$ cat src/rtl/bm_dag_stim_sig.sv
// bm_dag_stim_sig: LFSR stimulus driver and 16-bit MISR response
// compactor for the DAG micro-benchmarks.
//
// Ports:
//   clock, reset_n (sync, active-low), start (level run request)
//   a_out/b_out [BITS], c_out, d_out : registered operand stimulus
//   resp0_in [BITS], resp1_in         : benchmark out0/out1
//   busy, done, signature [16]        : run status and MISR contents
// Optional build: define BM_STIM_CHECK_EN to add expected_sig [16]
// and a registered pass flag.
module bm_dag_stim_sig #(
   parameter int          BITS    = 2,
   parameter logic [15:0] SEED    = 16'hACE1,
   parameter int          RUN_LEN = 64,
   parameter int          LAT     = 3
) (
   input  logic            clock,
   input  logic            reset_n,
   input  logic            start,
   output logic [BITS-1:0] a_out,
   output logic [BITS-1:0] b_out,
   output logic            c_out,
   output logic            d_out,
   input  logic [BITS-1:0] resp0_in,
   input  logic            resp1_in,
   output logic            busy,
   output logic            done,
   output logic [15:0]     signature
`ifdef BM_STIM_CHECK_EN
   ,
   input  logic [15:0]     expected_sig,
   output logic            pass
`endif
);

   localparam int VW = 2 * BITS + 2;

   localparam logic [1:0] S_IDLE  = 2'd0;
   localparam logic [1:0] S_DRIVE = 2'd1;
   localparam logic [1:0] S_DRAIN = 2'd2;
   localparam logic [1:0] S_DONE  = 2'd3;

   localparam logic [15:0] SEED_EFF = (SEED == 16'h0) ? 16'hACE1 : SEED;
   localparam logic [15:0] LAST_VEC = 16'(RUN_LEN - 1);
   localparam logic [15:0] LAST_DRN = 16'(LAT - 1);
   localparam logic [1:0]  S_AFTER  = (LAT == 0) ? S_DONE : S_DRAIN;

   logic [1:0]    state, state_n;
   logic [15:0]   cnt, cnt_n;
   logic [15:0]   lfsr, lfsr_n;
   logic [15:0]   sig, sig_n;
   logic [VW-1:0] vec, vec_n;
   logic          drv;
   logic          cap;

   function automatic logic [15:0] lfsr_step(input logic [15:0] s);
      return {s[14:0], s[15] ^ s[13] ^ s[12] ^ s[10]};
   endfunction

   assign drv = (state == S_DRIVE);

   // Valid bit delayed LAT stages so each capture lines up with the
   // response to the vector presented LAT cycles earlier.
   generate
      if (LAT == 0) begin : g_nolat
         assign cap = drv;
      end else begin : g_lat
         logic [LAT-1:0] dl;
         always_ff @(posedge clock) begin
            if (!reset_n) dl <= '0;
            else          dl <= LAT'({dl, drv});
         end
         assign cap = dl[LAT-1];
      end
   endgenerate

   always_comb begin
      state_n = state;
      cnt_n   = cnt;
      lfsr_n  = lfsr;
      vec_n   = '0;
      sig_n   = sig;
      if (cap) begin
         sig_n = {sig[14:0], 1'b0}
               ^ (sig[15] ? 16'h6801 : 16'h0000)
               ^ 16'({resp1_in, resp0_in});
      end
      unique case (state)
         S_IDLE: begin
            if (start) begin
               state_n = S_DRIVE;
               cnt_n   = '0;
               vec_n   = SEED_EFF[VW-1:0];
               lfsr_n  = lfsr_step(SEED_EFF);
               sig_n   = '0;
            end
         end
         S_DRIVE: begin
            if (cnt == LAST_VEC) begin
               state_n = S_AFTER;
               cnt_n   = '0;
            end else begin
               cnt_n  = cnt + 16'd1;
               vec_n  = lfsr[VW-1:0];
               lfsr_n = lfsr_step(lfsr);
            end
         end
         S_DRAIN: begin
            if (cnt == LAST_DRN) state_n = S_DONE;
            else                 cnt_n   = cnt + 16'd1;
         end
         S_DONE: begin
            if (!start) state_n = S_IDLE;
         end
      endcase
   end

   always_ff @(posedge clock) begin
      if (!reset_n) begin
         state <= S_IDLE;
         cnt   <= '0;
         lfsr  <= '0;
         sig   <= '0;
         vec   <= '0;
      end else begin
         state <= state_n;
         cnt   <= cnt_n;
         lfsr  <= lfsr_n;
         sig   <= sig_n;
         vec   <= vec_n;
      end
   end

`ifdef BM_STIM_CHECK_EN
   // Built from next-state values so pass tracks DONE without lag.
   always_ff @(posedge clock) begin
      if (!reset_n) pass <= 1'b0;
      else          pass <= (state_n == S_DONE) && (sig_n == expected_sig);
   end
`endif

   assign a_out     = vec[BITS-1:0];
   assign b_out     = vec[2*BITS-1:BITS];
   assign c_out     = vec[2*BITS];
   assign d_out     = vec[2*BITS+1];
   assign busy      = (state == S_DRIVE) || (state == S_DRAIN);
   assign done      = (state == S_DONE);
   assign signature = sig;

endmodule

$ cat config.mk
export PLATFORM = sky130hd
export DESIGN_NAME = bm_dag_stim_sig
export DESIGN_NICKNAME = d
export VERILOG_FILES = /design/src/rtl/bm_dag_stim_sig.sv
export SDC_FILE = /design/constraint.sdc
export NUM_CORES = 1
export LEC_CHECK = 0
export BUFFER_PORTS_ARGS = -buffer_cell sky130_fd_sc_hd__buf_2
export CORE_ASPECT_RATIO = 1.1
export CORE_UTILIZATION = 50
export CTS_CLUSTER_SIZE = 24
export DETAILED_ROUTE_END_ITERATION = 16
export PLACE_DENSITY = 0.7
export REMOVE_ABC_BUFFERS = 1
export SYNTH_ARGS = -nofsm -noshare
export SYNTH_HDL_FRONTEND = slang
export SYNTH_SLANG_ARGS = --single-unit
$ cat constraint.sdc
create_clock -name clock -period 6.2 [get_ports clock]
set_input_delay 1.24 -clock clock [delete_from_list [all_inputs] [get_ports clock]]
set_output_delay 1.24 -clock clock [all_outputs]
set_load 0.01 [all_outputs]
==> results by group, run 1 <==
Floorplan
  – Initial core utilization: 0.532
  – IO Pins: 30
  – Die Wd: 69.8 microns
  – Row Count: 26
  – Core area: 4750 sq um
  – Die footprint: 5340 sq um
  – Die height: 76.5 microns

Critical path
  – Crit path max fanout: 16
  – Worst Reg-to-Reg Cells: 5
  – R2R Setup Slk: 3.84 ns
  – Crit-path cells: buf_2 > nand2b_1 > o21ai_0 > a21oi_1 > o221a_2
  – WP data arrival: 2.82 ns
  – Top delay family on crit path: compound AO/OA/AOI/OAI gates
  – Crit path kind: primary input to flop
  – Critical Path Max Stage Delay: 0.89 ns
  – Critical path endpoint category: flop
  – Required time of the critical path: 6.47 ns
  – Critical path startpoint category: primary input
  – Crit-path slowest cell: a21oi_1
  – Reg-to-Reg End: lfsr[14]
  – FF-to-FF Start: cnt[0]
  – Buf/Inv on CP: 1

Clocking
  – CTS root buffer: clkbuf_8
  – CTS Hold Bufs: 0
  – CTS Buf Count: 9
  – Clock buffer depth: 2
  – H-tree levels: 3
  – Post_cts resized: 0
  – Reg clk slew, reported paths: 0.06 ns
  – CTS tree: built
  – Clock Latency Late Sink: 0.33 ns
  – Number of setup buffers added after CTS: 0
  – Clock sinks: 59

Cells and area
  – Share of post-route cells with drive strength above 1: 0.220
  – Final instance area: 2850 sq um
  – Final #Nets: 296
  – Multi-input gate area: 1260 sq um
  – Seq. cell area: 1180 sq um
  – Final Util: 0.600
  – Fillers: 417
  – # diodes: 0
  – Layout area overhead: 12.9%

Synth
  – Sequential share of the synthesized area: 0.468
  – Synth area leaders: dfxtp_1 (47%), xnor2_1 (5.2%), nor2_1 (4.5%)
  – Library cells used by synthesis: 47
  – Most common cell in the netlist: dfxtp_1
  – Yosys top cell by area: dfxtp_1
  – EDFF count, synth: 0
  – Syn Inst Count: 257
  – Mapped cell area: 2520 sq um
  – Synth Area per Inst: 9.82 sq um
  – Synth top cells by count: dfxtp_1 (59), nor2_1 (30), nand2_1 (25)
  – Yosys top cell area share: 0.468
  – FF+latch count, synth: 59
  – Ys flop type: dfxtp_1
  – Asr flop ratio synth: 0
  – Warnings, synthesis: 0

Detailed routing
  – Detail Route Antenna Nets: 0
  – Drt drc: 0
  – Vias/cell: 5.51
  – DR iter-0 viols: 94
  – Routed wl met3: 176 microns
  – Top sig layer: met4
  – Met2 wire len: 2040 microns
  – Drt wl/cell: 13.1 microns
  – Drt pass-1 iters: 4
  – Met1 WL: 2220 microns
  – Via count: 1889
  – Drt total wl: 4500 microns

Hold path
  – Hold endpoint: g_lat.dl[1]
  – Hold depth: 1
  – Hold_sp: g_lat.dl[0]
  – Class of the worst hold path: flop to flop

STA
  – Fmax: 392 MHz
  – Max Slew Vio Count: 0
  – Measured slew at the worst slew-check pin: 1.17 ns
  – RSZ-0062 raised after global routing: false
  – WHS: 0.431 ns
  – Final setup viols: 0
  – Fin. Hold Viols: 0
  – Max Clock Skew: 0.00802 ns
  – Final period utilization: 0.411
  – Post-Route Setup TNS: 0 ns
  – Minimum clock period: 2.55 ns
  – Slew margin rel.: 0.221

Global routing
  – Vias in the first global route: 1711
  – Grt ovf: 0
  – GRT Util Overall: 0.180
  – Largest net degree at the start of global routing: 41
  – First-pass GRT wire length: 7650 microns
  – Initial antenna violation count: 0

Pwr
  – P_leak: 1.06 nW
  – IR drop worst, VDD: 202 uV
  – Pwr Total: 1.04 mW
  – PwrDens: 365 nW/um^2

Place
  – Routability Congestion: 0.759
  – Area after DPL: 2690 sq um
  – DP HPWL: 2960 microns
  – IO buf count: 29

Outcome
  – Status: finished, final reports clean

Run
  – Maximum capacitance violations: 0
## worst max-delay path by stage
stage	start	end	cells after the start
finish	start	lfsr[14]	5
global route	start	lfsr[12]	5
CTS	state[0]	busy	3
detailed placement	start	lfsr[11]	5
global placement	start	lfsr[7]	5
floorplan	start	cnt[15]	5
## power breakdown
| group | internal (mW) | switching [mW] | total [mW] |
|---|---|---|---|
| logic | 0.104 | 0.173 | 0.277 |
| clock network | 0.160 | 0.141 | 0.301 |
| registers | 0.428 | 0.0338 | 0.462 |
| total | 0.693 | 0.348 | 1.04 |
## per-stage QoR
stage | setup WS (ns) | instances
after floorplan | 3.63 | 244
after global placement | 3.35 | 329
after detailed placement | 3.34 | 329
after CTS | 3.65 | 343
after global routing | 3.57 | 343
final | 3.65 | 343
## worst register-to-register path, delay by kind of cell (launching register included)
family / cells / cell delay (ns)
and+or+nand+nor: 2 / 0.44
DFF: 1 / 0.35
adders and majority gates: 1 / 0.25
AOI/OAI and AO/OA: 2 / 1.27
## flip-flops by register name, summed over array words and instances, names as in the netlist
| register | cells |
|---|---|
| cnt | 16 |
| lfsr | 16 |
| signature | 16 |
| vec | 6 |
| g_lat.dl | 3 |
| state | 2 |
## cell type report
class,count,area share
inverters,7,0.00921
multi-input cells,178,0.443
flip-flops and latches,59,0.414
clock inverters,3,0.00527
repair buffers,29,0.0509
well taps,56,0.0246
clock buffers,11,0.0531
## layer usage
layer,up-vias,track usage
met1,866,0.226
met4,0,0.0900
met3,9,0.0556
li1,973,-
met2,41,0.277
met5,-,0
## placed cells by master, fill, tap and decap left out, types with 3 or more instances in the layout
cell,instances
clkbuf_8,11
nand3_1,9
nand4_1,4
o31ai_1,3
a21oi_1,3
nand2_1,25
o221a_2,7
xnor2_1,15
xor2_1,4
mux2i_1,10
dfxtp_1,59
a211oi_1,6
clkinv_2,3
nor2_1,30
nor3_1,3
o22ai_1,8
buf_2,29
ha_1,6
inv_1,6
and3_1,8
## cells by family (layout without fill, tap and decap cells)
kind of cell / after synthesis / in the layout / share of synthesized area
simple gates: 103 / 103 / 0.225
flops: 59 / 59 / 0.468
compound gates: 40 / 40 / 0.140
buf+inv: 20 / 50 / 0.0322
xor+xnor: 19 / 19 / 0.0659
mux: 10 / 10 / 0.0396
fa+ha+maj: 6 / 6 / 0.0297
(Power assumes the default switching activity.)
==> run 2: changes to the inputs <==
==> constraint.sdc (replaced) <==
create_clock -name clock -period 2.4 [get_ports clock]
set_input_delay 0.48 -clock clock [delete_from_list [all_inputs] [get_ports clock]]
set_output_delay 0.48 -clock clock [all_outputs]
set_load 0.01 [all_outputs]
==> run 2 against run 1 <==
  * Sequential cell count is the same
  * Hold slack better by 0.0092 ns
  * Sequential power increased to 2.6 times the previous value
  * Via count is 0.69% higher
  * Register-to-register slack worse by 3.7 ns
==> results by group, run 2 (synthesis gave the netlist of run 1 again) <==
Outcome
  – Status: finished, final reports clean

Detailed routing
  – Via count: 1902
  – Detail Route Antenna Nets: 0
  – Drt drc: 0
  – Drt total wl: 4570 microns
  – Vias/cell: 5.39
  – DR iter-0 viols: 93
  – Drt pass-1 iters: 4
  – Drt wl/cell: 13.0 microns

Critical path
  – Required time of the critical path: 2.62 ns
  – Critical path startpoint category: flop
  – WP data arrival: 2.47 ns
  – Crit path from: state[0]
  – Crit-path cells: inv_1 > ha_1 > nor2b_1 > or4b_1 > nor4_4 > xnor2_1 > nor2_2
  – Crit path kind: flop to flop
  – R2R Setup Slk: 0.15 ns
  – Crit-path slowest cell: or4b_1
  – FF-to-FF Start: state[0]
  – Critical path endpoint category: flop
  – Critical Path Max Stage Delay: 0.71 ns
  – Crit path max fanout: 6
  – Top delay family on crit path: simple AND/OR/NAND/NOR gates
  – Buf/Inv on CP: 1

Clocking
  – Clock buffer depth: 2
  – H-tree levels: 3
  – Post_cts resized: 0
  – Clock sinks: 59
  – CTS root buffer: clkbuf_8
  – Number of setup buffers added after CTS: 0
  – CTS tree: built
  – Clock Latency Late Sink: 0.34 ns
  – Reg clk slew, reported paths: 0.07 ns
  – CTS Buf Count: 9
  – CTS Hold Bufs: 0

STA
  – Fin. Hold Viols: 0
  – Measured slew at the worst slew-check pin: 0.523 ns
  – RSZ-0062 raised after global routing: false
  – Minimum clock period: 2.25 ns
  – Slew margin rel.: 0.650
  – Post-Route Setup TNS: 0 ns
  – Max Slew Vio Count: 0
  – Fmax: 445 MHz
  – WHS: 0.440 ns
  – Max Clock Skew: 0.00673 ns
  – Final period utilization: 0.936
  – Final setup viols: 0

Floorplan
  – Row Count: 26
  – Die Wd: 69.8 microns
  – Core area: 4750 sq um
  – Die height: 76.5 microns
  – IO Pins: 30
  – Initial core utilization: 0.532
  – Die footprint: 5340 sq um

Cells and area
  – # diodes: 0
  – Share of post-route cells with drive strength above 1: 0.242
  – Most frequent cells in the layout: dfxtp_1 (59), nor2_1 (30), buf_2 (29)
  – Layout area overhead: 18.3%
  – Final #Nets: 304
  – Commonest non-fill, non-tap cell in the layout: dfxtp_1

Global routing
  – GRT Util Overall: 0.185
  – Grt ovf: 0
  – Largest net degree at the start of global routing: 26
  – First-pass GRT wire length: 7740 microns
  – Initial antenna violation count: 0
  – Vias in the first global route: 1724

Hold path
  – Hold_sp: g_lat.dl[1]
  – Class of the worst hold path: flop to flop

Pwr
  – PwrDens: 1020 nW/um^2
  – IR drop worst, VDD: 521 uV
  – P_leak: 1.13 nW

Place
  – IO buf count: 29
  – DP HPWL: 3080 microns
  – Routability Congestion: 0.721

Run
  – Maximum capacitance violations: 0
==> run 2: final cells by class <==
type                       count  area (sq um)
inverter                       7          26.3
clock buffer                  11           141
tap                           56          70.1
timing repair buffer          37           205
clock inverter                 5           100
fill                         378          1760
sequential                    59          1180
multi-input combinational    178          1260
==> run 2: metal layers <==
metal	part of all wire	global-route usage
met1	0.49	0.228
met4	0.023	0.0960
met3	0.048	0.0648
met5	0	0
met2	0.44	0.283
==> run 2: final timing paths <==
kind / to / cells past startpoint
max: cnt[15] / 7
min: g_lat.dl[2] / 1
max reg2reg: cnt[15] / 7
min reg2reg: g_lat.dl[2] / 1
==> run 2: worst reg2reg max path: stages, from the launching register on <==
cell,delay [ns]
dfxtp_1,0.38
inv_1,0.08
ha_1,0.26
nor2b_1,0.17
or4b_1,0.71
nor4_4,0.32
xnor2_1,0.16
nor2_2,0.04
==> run 2: report_power, final <==
group	total [mW]	internal, mW	switching [mW]
clock	1.10	0.715	0.383
sequential	1.18	1.11	0.0739
combinational	0.780	0.313	0.467
==> run 2: per-stage QoR <==
| step | total power, mW | util | worst slack [ns] | std cells | cell area, sq um |
|---|---|---|---|---|---|
| 4_1_cts | 3.08 | 0.629 | 0.157 | 353 | 2990 |
| 3_3_place_gp | 1.97 | 0.578 | 0.219 | 337 | 2750 |
| 5_1_grt | 3.22 | 0.629 | 0.0496 | 353 | 2990 |
| 2_1_floorplan | 1.75 | - | 0.306 | 244 | 2470 |
| 3_5_place_dp | 1.98 | 0.578 | 0.171 | 337 | 2750 |
| 6_report | 3.06 | 0.629 | 0.153 | 353 | 2990 |
==> run 3: changes to the inputs <==
--- a/config.mk
+++ b/config.mk
@@ -10,6 +10,7 @@
 export CORE_UTILIZATION = 50
 export CTS_CLUSTER_SIZE = 24
 export DETAILED_ROUTE_END_ITERATION = 16
+export GPL_TIMING_DRIVEN = 0
 export PLACE_DENSITY = 0.7
 export REMOVE_ABC_BUFFERS = 1
 export SYNTH_ARGS = -nofsm -noshare
==> run 3 against run 2 <==
  * Combinational power decreased by 7.9%
  * Clock power fell by 20%
  * Die area stayed put
  * Count of clock-buffer cells in the layout stayed put
  * Global-route usage up 0.27 points
  * Total power decreased by 8.6%
  * Highest routed layer unchanged
==> results by group, run 3 (synthesis gave the netlist of run 1 again) <==
STA
  – Final period utilization: 0.934
  – Max Slew Vio Count: 0
  – Minimum clock period: 2.24 ns
  – WHS: 0.437 ns
  – Final setup viols: 0
  – Measured slew at the worst slew-check pin: 0.893 ns
  – RSZ-0062 raised after global routing: false
  – Fmax: 446 MHz
  – Post-Route Setup TNS: 0 ns
  – Fin. Hold Viols: 0
  – Slew margin rel.: 0.404
  – Max Clock Skew: 0.00485 ns

Critical path
  – Top delay family on crit path: simple AND/OR/NAND/NOR gates
  – Crit path kind: flop to flop
  – Crit path max fanout: 6
  – Required time of the critical path: 2.62 ns
  – Critical Path Max Stage Delay: 0.71 ns
  – Critical path startpoint category: flop
  – Crit-path cells: inv_1 > ha_1 > nor2b_1 > or4b_1 > nor4_4 > xnor2_1 > nor2_2
  – Buf/Inv on CP: 1
  – Crit-path slowest cell: or4b_1
  – R2R Setup Slk: 0.16 ns
  – Critical path endpoint category: flop
  – WP data arrival: 2.46 ns

Clocking
  – H-tree levels: 3
  – CTS Hold Bufs: 0
  – Clock sinks: 59
  – Clock Latency Late Sink: 0.33 ns
  – CTS tree: built
  – CTS Buf Count: 9
  – CTS root buffer: clkbuf_8
  – Reg clk slew, reported paths: 0.07 ns
  – Clock buffer depth: 2
  – Number of setup buffers added after CTS: 0

Floorplan
  – Die footprint: 5340 sq um
  – Core area: 4750 sq um
  – IO Pins: 30
  – Die Wd: 69.8 microns
  – Initial core utilization: 0.532
  – Die height: 76.5 microns
  – Row Count: 26

Pwr
  – Pwr Total: 2.79 mW
  – IR drop worst, VDD: 417 uV
  – P_leak: 1.07 nW
  – PwrDens: 969 nW/um^2

Global routing
  – Grt ovf: 0
  – Largest net degree at the start of global routing: 41
  – First-pass GRT wire length: 7960 microns
  – GRT Util Overall: 0.187
  – Vias in the first global route: 1735
  – Initial antenna violation count: 0

Detailed routing
  – DR iter-0 viols: 165
  – Drt pass-1 iters: 4
  – Vias/cell: 5.44
  – Via count: 1876
  – Drt wl/cell: 13.0 microns
  – Drt drc: 0
  – Drt total wl: 4470 microns
  – Detail Route Antenna Nets: 0

Place
  – Routability Congestion: 0.791
  – DP HPWL: 2960 microns
  – IO buf count: 29

Run
  – Maximum capacitance violations: 0

Cells and area
  – Most frequent cells in the layout: dfxtp_1 (59), nor2_1 (30), buf_2 (29)
  – Fillers: 402
  – Final #Nets: 296
  – Commonest non-fill, non-tap cell in the layout: dfxtp_1
  – Final Util: 0.607
  – Layout area overhead: 14.2%
  – # diodes: 0
  – Share of post-route cells with drive strength above 1: 0.225

Outcome
  – Status: finished, final reports clean

Hold path
  – Class of the worst hold path: flop to flop
-- run 3: changes by cell type in the layout (fill, tap and decap cells not counted) --
cell	change
a21oi_1	-1
clkinvlp_4	+1
a21oi_2	+1
bufinv_16	-2
buf_4	-8
clkinv_2	+1
-- run 3: layout make-up --
type / instances / area, sq um / share of cell area
clock inverters: 5 / 52.6 / 0.0182
clock buffers: 11 / 141 / 0.0490
flip-flops and latches: 59 / 1180 / 0.410
repair buffers: 29 / 145 / 0.0503
inverters: 7 / 26.3 / 0.00911
well taps: 56 / 70.1 / 0.0243
multi-input cells: 178 / 1270 / 0.439
-- run 3: what timing repair did --
| item | in CTS | in global routing |
|---|---|---|
| setup endpoints to repair | 0 | 16 |
| endpoints found under the hold margin | 0 | 0 |
| gates resized for setup | 0 | 1 |
-- run 3: final timing paths --
path / startpoint / depth (start not counted) / endpoint
min: g_lat.dl[0] / 1 / g_lat.dl[1]
max reg2reg: state[0] / 7 / cnt[15]
min reg2reg: g_lat.dl[0] / 1 / g_lat.dl[1]
max: state[0] / 7 / cnt[15]
-- run 3: stage by stage --
step | instance area [sq um] | worst slack (ns) | cells
after floorplan | 2470 | 0.306 | 244
after global placement | 2690 | 0.0962 | 329
after detailed placement | 2690 | 0.106 | 329
after CTS | 2880 | 0.0732 | 345
after global routing | 2880 | 0.0107 | 345
final | 2880 | 0.158 | 345
-- run 3: routing by layer --
metal  routed length (microns)  part of all wire  vias up  global-route usage
met5                         0                 0        -                   0
met4                        58             0.013        0              0.0780
met3                       186             0.042        6              0.0622
met2                      2050              0.46       37               0.290
met1                      2180              0.49      850               0.238
li1                          -                 -      983                   -
-- run 3: power breakdown --
part | leakage (nW) | switching (mW) | internal, mW
registers | 0.479 | 0.0866 | 1.11
logic | 0.490 | 0.446 | 0.272
clock network | 0.0991 | 0.381 | 0.502
